==> src/rtl/la_clkmux4_ctrl_pkg.sv <==
// rtl/la_clkmux4_ctrl_pkg.sv - shared state encoding and helpers for the 4-input clock-mux controller
package la_clkmux4_ctrl_pkg;

  typedef enum logic [1:0] {
    IDLE  = 2'd0,
    BREAK = 2'd1,
    MAKE  = 2'd2,
    DONE  = 2'd3
  } state_t;

  function automatic logic [3:0] src_onehot(input logic [1:0] idx);
    return 4'b0001 << idx;
  endfunction

  // Down-counter width: enough for the longer of the two phases, never below 1 bit.
  function automatic int cnt_width(input int a, input int b);
    int m;
    m = (a > b) ? a : b;
    return (m <= 2) ? 1 : $clog2(m);
  endfunction

endpackage

==> src/rtl/la_clkctrl_timer.sv <==
// rtl/la_clkctrl_timer.sv - loadable down-counter that holds at zero
module la_clkctrl_timer #(
  parameter int W = 3
) (
  input  logic         clk,
  input  logic         nreset,
  input  logic         i_load,
  input  logic [W-1:0] i_load_val,
  input  logic         i_en,
  output logic         o_zero
);

  logic [W-1:0] r_cnt;

  always_ff @(posedge clk or negedge nreset) begin
    if (!nreset) begin
      r_cnt <= '0;
    end else if (i_load) begin
      r_cnt <= i_load_val;
    end else if (i_en && (r_cnt != '0)) begin
      r_cnt <= r_cnt - 1'b1;
    end
  end

  assign o_zero = (r_cnt == '0);

endmodule

==> src/rtl/la_clkmux4_ctrl.sv <==
// rtl/la_clkmux4_ctrl.sv - break-before-make select sequencer with automatic fail-over
module la_clkmux4_ctrl
  import la_clkmux4_ctrl_pkg::*;
#(
  parameter int DEFAULT_SEL   = 0,
  parameter int FALLBACK_SEL  = 0,
  parameter int BREAK_CYCLES  = 8,
  parameter int SETTLE_CYCLES = 8,
  parameter int FAILOVER      = 1
) (
  input  logic       clk,
  input  logic       nreset,
  input  logic       req_valid,
  input  logic [1:0] req_src,
  output logic       req_ready,
  input  logic [3:0] clk_ok,
  output logic [3:0] sel,
  output logic [1:0] cur_src,
  output logic       busy,
  output logic       done,
  output logic       err
);

  localparam int CNT_W = cnt_width(BREAK_CYCLES, SETTLE_CYCLES);
  localparam logic [CNT_W-1:0] BRK_LOAD = CNT_W'(BREAK_CYCLES - 1);
  localparam logic [CNT_W-1:0] SET_LOAD = CNT_W'(SETTLE_CYCLES - 1);
  localparam logic [1:0] DEF_IDX = 2'(DEFAULT_SEL);
  localparam logic [1:0] FB_IDX  = 2'(FALLBACK_SEL);

  if (DEFAULT_SEL < 0 || DEFAULT_SEL > 3) begin : g_bad_default
    $error("DEFAULT_SEL must be 0..3");
  end
  if (FALLBACK_SEL < 0 || FALLBACK_SEL > 3) begin : g_bad_fallback
    $error("FALLBACK_SEL must be 0..3");
  end
  if (BREAK_CYCLES < 1 || SETTLE_CYCLES < 1) begin : g_bad_cycles
    $error("BREAK_CYCLES and SETTLE_CYCLES must be >= 1");
  end
  if (FAILOVER != 0 && FAILOVER != 1) begin : g_bad_failover
    $error("FAILOVER must be 0 or 1");
  end

  state_t     r_state, w_state_nxt;
  logic [3:0] r_sel, w_sel_nxt;
  logic [1:0] r_cur_src, w_cur_nxt;
  logic [1:0] r_tgt, w_tgt_nxt;
  logic       r_busy, r_done, r_err;
  logic       w_done_nxt, w_err_nxt;
  logic       w_load, w_en, w_zero, w_failover;
  logic [CNT_W-1:0] w_load_val;

  la_clkctrl_timer #(.W(CNT_W)) u_timer (
    .clk        (clk),
    .nreset     (nreset),
    .i_load     (w_load),
    .i_load_val (w_load_val),
    .i_en       (w_en),
    .o_zero     (w_zero)
  );

  // Fail-over only moves to a live fallback; a dead fallback leaves the controller idle.
  assign w_failover = (FAILOVER != 0) && (r_state == IDLE) && !clk_ok[r_cur_src] &&
                      (r_cur_src != FB_IDX) && clk_ok[FB_IDX];
  assign req_ready  = (r_state == IDLE) && !w_failover;

  always_comb begin
    w_state_nxt = r_state;
    w_sel_nxt   = r_sel;
    w_cur_nxt   = r_cur_src;
    w_tgt_nxt   = r_tgt;
    w_done_nxt  = 1'b0;
    w_err_nxt   = 1'b0;
    w_load      = 1'b0;
    w_load_val  = '0;
    w_en        = 1'b0;
    case (r_state)
      IDLE: begin
        if (w_failover) begin
          w_err_nxt   = 1'b1;
          w_tgt_nxt   = FB_IDX;
          w_sel_nxt   = '0;
          w_load      = 1'b1;
          w_load_val  = BRK_LOAD;
          w_state_nxt = BREAK;
        end else if (req_valid) begin
          if (!clk_ok[req_src]) begin
            w_err_nxt = 1'b1;
          end else if (req_src == r_cur_src) begin
            w_done_nxt  = 1'b1;
            w_state_nxt = DONE;
          end else begin
            w_tgt_nxt   = req_src;
            w_sel_nxt   = '0;
            w_load      = 1'b1;
            w_load_val  = BRK_LOAD;
            w_state_nxt = BREAK;
          end
        end
      end
      BREAK: begin
        if (w_zero) begin
          w_sel_nxt   = src_onehot(r_tgt);
          w_load      = 1'b1;
          w_load_val  = SET_LOAD;
          w_state_nxt = MAKE;
        end else begin
          w_en = 1'b1;
        end
      end
      MAKE: begin
        if (w_zero) begin
          w_cur_nxt   = r_tgt;
          w_done_nxt  = 1'b1;
          w_state_nxt = DONE;
        end else begin
          w_en = 1'b1;
        end
      end
      DONE:    w_state_nxt = IDLE;
      default: w_state_nxt = IDLE;
    endcase
  end

  always_ff @(posedge clk or negedge nreset) begin
    if (!nreset) begin
      r_state   <= IDLE;
      r_sel     <= src_onehot(DEF_IDX);
      r_cur_src <= DEF_IDX;
      r_tgt     <= DEF_IDX;
      r_busy    <= 1'b0;
      r_done    <= 1'b0;
      r_err     <= 1'b0;
    end else begin
      r_state   <= w_state_nxt;
      r_sel     <= w_sel_nxt;
      r_cur_src <= w_cur_nxt;
      r_tgt     <= w_tgt_nxt;
      r_busy    <= (w_state_nxt != IDLE);
      r_done    <= w_done_nxt;
      r_err     <= w_err_nxt;
    end
  end

  assign sel     = r_sel;
  assign cur_src = r_cur_src;
  assign busy    = r_busy;
  assign done    = r_done;
  assign err     = r_err;

endmodule

==> config.mk <==
export PLATFORM = sky130hd
export DESIGN_NAME = la_clkmux4_ctrl
export DESIGN_NICKNAME = d
export VERILOG_FILES = /design/src/rtl/la_clkmux4_ctrl_pkg.sv /design/src/rtl/la_clkctrl_timer.sv /design/src/rtl/la_clkmux4_ctrl.sv
export SDC_FILE = /design/constraint.sdc
export NUM_CORES = 1
export LEC_CHECK = 0
export BUFFER_PORTS_ARGS = -buffer_cell sky130_fd_sc_hd__buf_2
export CAP_MARGIN = 10
export CORE_ASPECT_RATIO = 1.1
export CORE_UTILIZATION = 39
export CTS_CLUSTER_DIAMETER = 50
export DETAILED_ROUTE_END_ITERATION = 12
export GPL_TIMING_DRIVEN = 1
export SETUP_SLACK_MARGIN = 0.5
export SYNTH_ARGS = -nofsm -noshare
export SYNTH_HDL_FRONTEND = slang
export SYNTH_SLANG_ARGS = --single-unit
==> constraint.sdc <==
create_clock -name clk -period 2.5 [get_ports clk]
set_clock_uncertainty 0.1 [all_clocks]
set_input_delay 0.375 -clock clk [delete_from_list [all_inputs] [get_ports clk]]
set_output_delay 0.375 -clock clk [all_outputs]
set_load 0.05 [all_outputs]
==> results of run 1 <==
## where the power goes
part	leakage (nW)	switching, mW	internal (mW)	total [mW]
Clock	0.0210	0.0861	0.0888	0.175
Combinational	0.365	0.450	0.331	0.781
Sequential	0.197	0.0685	0.342	0.411
Total	0.584	0.604	0.762	1.37
## cells in the mapped netlist (all sizes together) (2+ instances only)
cell type  number
ha              6
nand3           4
inv             8
nor3b           2
a32o            2
o2bb2ai         2
mux2            3
nand2b          3
nor2b           3
xnor2           2
a22o            5
nand2          11
dfrtp          15
nor2            7
a21oi           6
nor3            2
o21ai           4
## layout make-up
class                      instances  area (um2)
sequential                        16         404
fill                             199        1030
timing repair buffer              27         166
tap                               30        37.5
multi-input combinational         72         543
inverter                           8        30.0
clock buffer                       4        36.3
## critical path, cell delays in order (launching register included)
cell     delay [ns]
dfrtp_1        0.42
inv_2          0.10
ha_4           0.16
nand2_4        0.06
nor4_4         0.29
nor2_1         0.10
buf_6          0.16
## sequential cells by signal (all words and copies together), names as in the netlist
| register | cells |
|---|---|
| done | 1 |
| busy | 1 |
| cur_src | 2 |
| u_timer.r_cnt | 3 |
| r_state | 2 |
| err | 1 |
| sel | 4 |
| r_tgt | 2 |
## per-stage QoR
| step | total power, mW | setup slack [ns] | hold slack, ns |
|---|---|---|---|
| after floorplan | 0.918 | 0.489 | -0.0206 |
| after global placement | 1.06 | 0.453 | 0.208 |
| after detailed placement | 1.07 | 0.394 | 0.210 |
| after CTS | 1.31 | 0.516 | 0.279 |
| after global routing | 1.47 | 0.415 | 0.297 |
| final | 1.37 | 0.443 | 0.283 |
## path summary, 6_finish.rpt
check                      slack [ns]  cells past startpoint        end
hold / removal                   0.28                      2   r_tgt[0]
setup reg to reg                 0.46                      6     sel[3]
max in group asynchronous        1.58                      2     sel[0]
min in group asynchronous        0.41                      2       done
hold reg to reg                  0.39                      1     sel[2]
setup / recovery                 0.44                      6  req_ready
## what timing repair did
item / CTS / global route
pin swaps: 2 / 8
endpoints found under the hold margin: 15 / 0
hold buffers: 1 / 0
setup endpoints to repair: 8 / 7
resized for setup: 5 / 4
buffers inserted: 5 / 3
## per-layer routing
layer	vias to the layer above	track usage	part of all wire
met3	8	0.0230	0.030
met4	0	0.0882	0.030
met2	20	0.357	0.52
met5	-	0	0
li1	406	-	-
met1	394	0.213	0.42
## kinds of logic after synthesis
family,after synthesis
mux,4
xor+xnor,2
simple gates,36
flops,16
buf+inv,9
compound gates,24
fa+ha+maj,6
==> flow_metrics.py, run 1 <==
metrics = {
    "run_status": {
        "outcome": "completed",
    },
    "global_route": {
        "grt_pass1_vias": 813,
        "antenna_found_initial": 0,
        "gr-total-overflow": 0,
        "track_usage": 0.188,
        "grt_first_pass_wirelength_um": 3680,
        "grt_max_degree": 17,
    },
    "floorplanning": {
        "initial_utilization": 0.412,
        "dieWidth_um": 48.5,
        "rows": 18,
        "die-area_um2": 2580,
        "core-area_um2": 2250,
        "ios": 19,
        "dieHeight_um": 53.1,
    },
    "setup_path": {
        "critPathLaunch": "r_state[0]",
        "arrival_ns": 1.58,
        "crit_type": "flip-flop to output pin",
        "startpoint_type": "flip-flop",
        "timing.rr.start": "r_state[0]",
        "crit_path_max_fanout": 4,
        "crit_required_ns": 2.03,
        "end_kind": "output pin",
    },
    "sta": {
        "rsz0062_at_grt": "yes",
        "fin_crit_sh": 0.823,
        "fin_crit_ns": 2.06,
        "setup_viol": 0,
        "slew_headroom": 0.732,
        "slew_viol_final": 0,
        "hold_viol_final": 0,
        "timing.setup.tns_ns": 0,
        "max_clock_freq_mhz": 486,
        "tightest_slew_ns": 0.402,
    },
    "synth": {
        "synthTopCellsByArea": "dfrtp_1, ha_1, a22o_1",
        "synth_area_leader_cell": "dfrtp_1",
        "ys_seq_elements": 16,
        "synth_edf_count": 0,
        "synth_warnings": 0,
        "synth_top_family_by_area": "compound AO/OA/AOI/OAI gates",
        "async_flop_share": 1.00,
        "synth_compound_area_frac": 0.192,
        "synth_nets": 112,
        "syn_avg_cell_area_um2": 9.56,
        "synthAdderAreaFrac": 0.0810,
        "syn_area_um2": 927,
        "yosys.area_share.simple": 0.190,
        "yosys.cell_types.count": 31,
        "muxShareOfSynthArea": 0.0472,
        "synthCells": 97,
        "synth_xor_area_frac": 0.0189,
        "ys.flop_type": "dfrtp_1",
        "ys_seq_area_frac": 0.433,
        "yosysTopAreaCellShare": 0.405,
    },
    "place": {
        "place_inst": 144,
        "place.port_buffers": 18,
        "dp_hpwl_um": 1520,
        "routabilityCongestion": 0.782,
        "placed_area_um2": 1070,
    },
    "finish": {
        "antenna_cells": 0,
        "mostFrequentLayoutCells": "buf_2, dfrtp_1, nand2_1",
        "design_area_um2": 1220,
        "drive_gt1_frac": 0.378,
        "utilization": 0.541,
        "area_growth_pct": 31.3,
        "mostFrequentLayoutCell": "buf_2",
        "layout.cells.non_filler": 157,
        "final_nets": 143,
    },
    "clock_network": {
        "clock-sinks": 16,
        "numCtsBuffers": 3,
        "clock_latency_ns": 0.29,
        "htreeDepth": 1,
        "cts.clk_slew.worst_paths_ns": 0.10,
        "cts_root_buffer": "clkbuf_4",
        "clk_path_buf_depth": 2,
        "cts_tree": "built",
    },
    "routing": {
        "vias": 828,
        "via_per_inst": 5.27,
        "wl_um": 2150,
        "drc": 0,
        "drt.antenna.violating_nets": 0,
        "drt_first_iter_violations": 15,
        "drt-pass1-iter-count": 4,
        "post_drt_wl_per_cell_um": 13.7,
    },
    "min_path": {
        "hp-class": "input port to flip-flop",
        "min_from": "req_src[0]",
    },
    "power_and_ir_drop": {
        "ir_drop_mv": 0.560,
        "leakage_nw": 0.584,
        "power_density_nw_per_um2": 1120,
    },
    "run": {
        "maxCapViolations": 0,
    },
}
Power figures use the tool's default switching activity.
==> inputs of run 2 (changes only) <==
ABC_AREA = 1   (was unset)
clock period = 2.15 ns   (was 2.5 ns; I/O delays follow)
==> flow_metrics.py, run 2 <==
metrics = {
    "run_status": {
        "outcome": "completed",
    },
    "place": {
        "dp_hpwl_um": 1800,
        "placed_area_um2": 1230,
        "place.port_buffers": 18,
        "pre_cts_slack_ns": 0.380,
        "routabilityCongestion": 0.907,
    },
    "synth": {
        "yosysTopAreaCellShare": 0.347,
        "syn_avg_cell_area_um2": 7.84,
        "synth_nets": 153,
        "synth_area_leader_cell": "dfrtp_1",
        "ys_seq_area_frac": 0.371,
        "syn_area_um2": 1080,
        "synth_edf_count": 0,
        "synthTopCellsByCount": "nand2_1, nand3_1, inv_1",
        "synthTopCellsByArea": "dfrtp_1, nand2_1, nand3_1",
        "synth_most_common_cell": "nand2_1",
        "synthCells": 138,
        "async_flop_share": 1.00,
        "ys_seq_elements": 16,
        "ys.flop_type": "dfrtp_1",
        "yosys.cell_types.count": 25,
        "synth_warnings": 0,
    },
    "clock_network": {
        "clock_latency_ns": 0.29,
        "cts_tree": "built",
        "htreeDepth": 1,
        "clock-sinks": 16,
        "cts_root_buffer": "clkbuf_4",
        "cts.clk_slew.worst_paths_ns": 0.10,
        "numCtsBuffers": 3,
        "clk_path_buf_depth": 2,
    },
    "setup_path": {
        "crit_path_cell_trace": "inv_2 -> ha_4 -> nand2_4 -> clkinv_2 -> nand3_4 -> nor2_4 -> nor2_4 -> buf_6",
        "crit_type": "flip-flop to output pin",
        "crit_buf_inv": 3,
        "slowest_delay_ns": 0.39,
        "cpMostUsedCell": "nor2_4",
        "startpoint_type": "flip-flop",
        "crit_path_max_fanout": 4,
        "crit_required_ns": 1.73,
        "end_kind": "output pin",
        "slowest_stage": "dfrtp_1",
        "arrival_ns": 1.45,
        "crit_family": "flip-flops",
    },
    "floorplanning": {
        "core-area_um2": 2570,
        "dieHeight_um": 57.3,
        "initial_utilization": 0.422,
        "ios": 19,
        "die-area_um2": 2990,
        "rows": 19,
        "dieWidth_um": 52.2,
    },
    "min_path": {
        "hp-class": "input port to flip-flop",
    },
    "finish": {
        "antenna_cells": 0,
        "mostFrequentLayoutCell": "nand2_1",
        "mostFrequentLayoutCells": "nand2_1, nand3_1, buf_2",
        "utilization": 0.540,
        "final_nets": 185,
        "regArea_um2": 404,
        "design_area_um2": 1390,
        "area_growth_pct": 28.1,
        "fillers": 240,
        "drive_gt1_frac": 0.367,
        "largest_reg_flops": 4,
        "multi_input_area_um2": 654,
    },
    "routing": {
        "drt-pass1-iter-count": 4,
        "drt.antenna.violating_nets": 0,
        "wl_um": 2420,
        "vias": 981,
        "drt_first_iter_violations": 15,
        "via_per_inst": 4.91,
        "drc": 0,
        "post_drt_wl_per_cell_um": 12.1,
    },
    "power_and_ir_drop": {
        "power_mw": 2.17,
        "ir_drop_mv": 0.839,
        "leakage_nw": 0.730,
        "power_density_nw_per_um2": 1570,
    },
    "global_route": {
        "gr-total-overflow": 0,
        "antenna_found_initial": 0,
        "grt_first_pass_wirelength_um": 4030,
        "grt_pass1_vias": 950,
        "track_usage": 0.185,
        "grt_max_degree": 17,
    },
    "sta": {
        "fin_crit_ns": 1.87,
        "slew_headroom": 0.749,
        "hold_viol_final": 0,
        "setup_viol": 0,
        "rsz0062_at_grt": "yes",
        "tightest_slew_ns": 0.376,
        "fin_crit_sh": 0.869,
        "timing.setup.tns_ns": 0,
        "layout_setup_ws_ns": 0.281,
        "slew_viol_final": 0,
        "max_clock_freq_mhz": 535,
    },
    "run": {
        "maxCapViolations": 0,
    },
}
run 2: changes by cell type after synthesis, sizes merged, moves of 3 or more:
cell,delta
a22o,-5
inv,+12
mux2,-3
nand2,+37
nand2b,-3
nand3,+18
nor2b,-3
run 2: stage by stage:
stage               hold WS (ns)  std cells
CTS                        0.238        197
detailed placement         0.158        187
global placement           0.157        187
finish                     0.247        200
global route               0.240        200
floorplan                -0.0731        138
run 2: layout make-up:
type / instances / area share
Timing Repair Buffer: 27 / 0.123
Inverter: 21 / 0.0596
Sequential cell: 16 / 0.292
Multi-Input combinational cell: 101 / 0.472
Tap cell: 31 / 0.0280
Clock buffer: 4 / 0.0262
run 2: path summary, 6_finish.rpt:
| check | from | cells past startpoint | end | slack [ns] |
|---|---|---|---|---|
| worst max-delay path | r_state[0] | 8 | req_ready | 0.28 |
| worst min-delay path | req_valid | 3 | done | 0.25 |
| worst max register to register | r_state[0] | 12 | sel[2] | 0.56 |
| worst min register to register | sel[0] | 2 | sel[0] | 0.36 |
| max in group asynchronous | nreset | 2 | sel[0] | 1.26 |
| min in group asynchronous | nreset | 2 | sel[3] | 0.37 |
run 2: tightest hold or removal path, cell delays in order:
cell     delay [ns]
buf_2          0.14
nand3_1        0.08
o21ai_1        0.06
run 2: logic make-up after synthesis:
logic type / after synthesis / synth area share
AOI/OAI and AO/OA: 12 / 0.0705
xor gates and xnor gates: 2 / 0.0162
and+or+nand+nor: 81 / 0.400
adders and majority gates: 6 / 0.0694
DFF: 16 / 0.371
buffers and inverters: 21 / 0.0728
run 2: power breakdown:
group / switching [mW] / leakage (nW) / total (mW) / internal, mW
clock: 0.101 / 0.0210 / 0.204 / 0.103
combinational: 0.907 / 0.512 / 1.43 / 0.522
sequential: 0.0986 / 0.197 / 0.540 / 0.441
run 2: timing repair:
item | CTS | global route
setup buffers | 5 | 3
gates cloned | 0 | 0
pin swaps | 2 | 3
endpoints found under the hold margin | 15 | 0
resized for setup | 6 | 7
endpoints found under the setup margin | 2 | 7
hold buffers | 1 | 0
run 2: per-layer routing:
metal / global-route usage / up-vias / wire [um]
li1: - / 507 / -
met1: 0.243 / 449 / 1100
met2: 0.297 / 21 / 1190
met3: 0.0267 / 4 / 94
met4: 0.0827 / 0 / 35
met5: 0 / - / 0
==> inputs of run 3 (changes only) <==
CORE_UTILIZATION = 45   (was 39)
PLACE_DENSITY = 0.69   (was unset)
clock period = 1.65 ns   (was 2.15 ns; I/O delays follow)
==> flow_metrics.py, run 3 (synthesized netlist as in run 2, its figures left out) <==
metrics = {
    "global_route": {
        "grt_max_degree": 17,
        "track_usage": 0.223,
        "antenna_found_initial": 0,
        "grt_first_pass_wirelength_um": 4280,
        "gr-total-overflow": 0,
        "grt_pass1_vias": 1016,
    },
    "setup_path": {
        "crit_required_ns": 1.30,
        "crit_type": "flip-flop to output pin",
        "slowest_delay_ns": 0.41,
        "arrival_ns": 1.44,
        "slowest_stage": "dfrtp_1",
        "cpMostUsedCell": "nor2_4",
        "crit_path_cell_trace": "inv_2 -> ha_4 -> nand2_4 -> clkinv_2 -> nand3_4 -> nor2_4 -> nor2_4 -> buf_6",
        "end_kind": "output pin",
        "crit_path_max_fanout": 4,
        "startpoint_type": "flip-flop",
    },
    "sta": {
        "slew_viol_final": 0,
        "setup_viol": 8,
        "max_clock_freq_mhz": 560,
        "hold_viol_final": 0,
        "fin_crit_ns": 1.79,
        "layout_setup_ws_ns": -0.136,
        "slew_headroom": 0.763,
        "tightest_slew_ns": 0.356,
        "fin_crit_sh": 1.08,
        "rsz0062_at_grt": "yes",
    },
    "place": {
        "place.port_buffers": 18,
        "placed_area_um2": 1270,
        "routabilityCongestion": 0.934,
        "place_inst": 189,
        "dp_hpwl_um": 1790,
    },
    "min_path": {
        "hp-class": "input port to flip-flop",
    },
    "finish": {
        "largest_reg_flops": 4,
        "design_area_um2": 1640,
        "mostFrequentLayoutCell": "nand2_1",
        "mostFrequentLayoutCells": "nand2_1, buf_4, nand3_1, dfrtp_1, buf_6",
        "layout.cells.non_filler": 212,
        "utilization": 0.729,
        "antenna_cells": 0,
        "fillers": 165,
        "drive_gt1_frac": 0.538,
        "final_nets": 198,
        "area_growth_pct": 51.8,
    },
    "power_and_ir_drop": {
        "leakage_nw": 0.832,
        "power_density_nw_per_um2": 2050,
        "ir_drop_mv": 1.60,
        "power_mw": 3.36,
    },
    "clock_network": {
        "cts.clk_slew.worst_paths_ns": 0.11,
        "clock-sinks": 16,
        "cts_tree": "built",
        "numCtsBuffers": 3,
        "cts_root_buffer": "clkbuf_4",
        "htreeDepth": 1,
        "clock_latency_ns": 0.29,
        "clk_path_buf_depth": 2,
    },
    "floorplanning": {
        "rows": 18,
        "dieWidth_um": 48.8,
        "ios": 19,
        "core-area_um2": 2250,
        "dieHeight_um": 53.4,
        "die-area_um2": 2610,
        "initial_utilization": 0.481,
    },
    "run_status": {
        "violations": "negative setup slack",
        "outcome": "complete, but fails checks",
    },
    "routing": {
        "drc": 0,
        "wl_um": 2530,
        "post_drt_wl_per_cell_um": 11.9,
        "vias": 1042,
        "drt-pass1-iter-count": 6,
        "drt_first_iter_violations": 14,
        "drt.antenna.violating_nets": 0,
        "via_per_inst": 4.92,
    },
    "run": {
        "maxCapViolations": 0,
    },
}
==> run 3: worst max-delay path: cells and delay by family (launching register included) <==
| kind | cells | cell delay [ns] |
|---|---|---|
| flip-flops | 1 | 0.41 |
| AND/OR/NAND/NOR | 4 | 0.30 |
| buffers and inverters | 3 | 0.28 |
| adder cells (fa/ha/maj) | 1 | 0.16 |
==> run 3: worst paths after layout <==
path	from	endpoint	slack, ns	cells after the start
max	r_state[1]	req_ready	-0.14	8
min	req_valid	done	0.14	3
max reg2reg	r_state[1]	busy	-0.08	11
min reg2reg	r_tgt[1]	r_tgt[1]	0.44	2
max in group asynchronous	nreset	sel[0]	0.86	2
min in group asynchronous	nreset	done	0.27	2
==> run 3: power by group <==
group          total, mW  switching (mW)  leakage [nW]  internal [mW]
Clock              0.268           0.134        0.0210          0.134
Sequential         0.732           0.155         0.197          0.577
Combinational       2.36            1.32         0.614           1.04
Total               3.36            1.61         0.832           1.75
==> run 3: what timing repair did <==
| action | CTS | global route |
|---|---|---|
| resized for setup | 42 | 15 |
| hold endpoints to repair | 15 | 0 |
| gates cloned | 0 | 0 |
| pin swaps | 5 | 6 |
| setup buffers | 12 | 6 |
| setup endpoints to repair | 26 | 26 |
| hold buffers | 1 | 0 |
==> run 3: area by class of cell <==
cell class	instances	area [um2]	area share
clock buffers	4	36.3	0.0221
inverters	21	80.1	0.0487
repair buffers	40	354	0.216
multi-input cells	101	731	0.445
flip-flops and latches	16	404	0.246
well taps	30	37.5	0.0228
==> run 3: per-layer routing <==
metal  wire [um]  part of all wire  track usage
met5           0                 0            0
met4          15            0.0059       0.0931
met3          54             0.021       0.0259
met2        1380              0.54        0.438
met1        1080              0.43        0.245
==> run 3: metrics by stage <==
stage / worst slack, ns / TNS [ns] / hold WS (ns)
2_1_floorplan: -0.0156 / -0.0524 / -0.148
3_3_place_gp: 0.0790 / 0 / 0.0704
4_1_cts: -0.122 / -0.126 / 0.132
5_1_grt: -0.219 / -1.35 / 0.132
6_report: -0.136 / -0.435 / 0.145
3_5_place_dp: 0.0232 / 0 / 0.0779
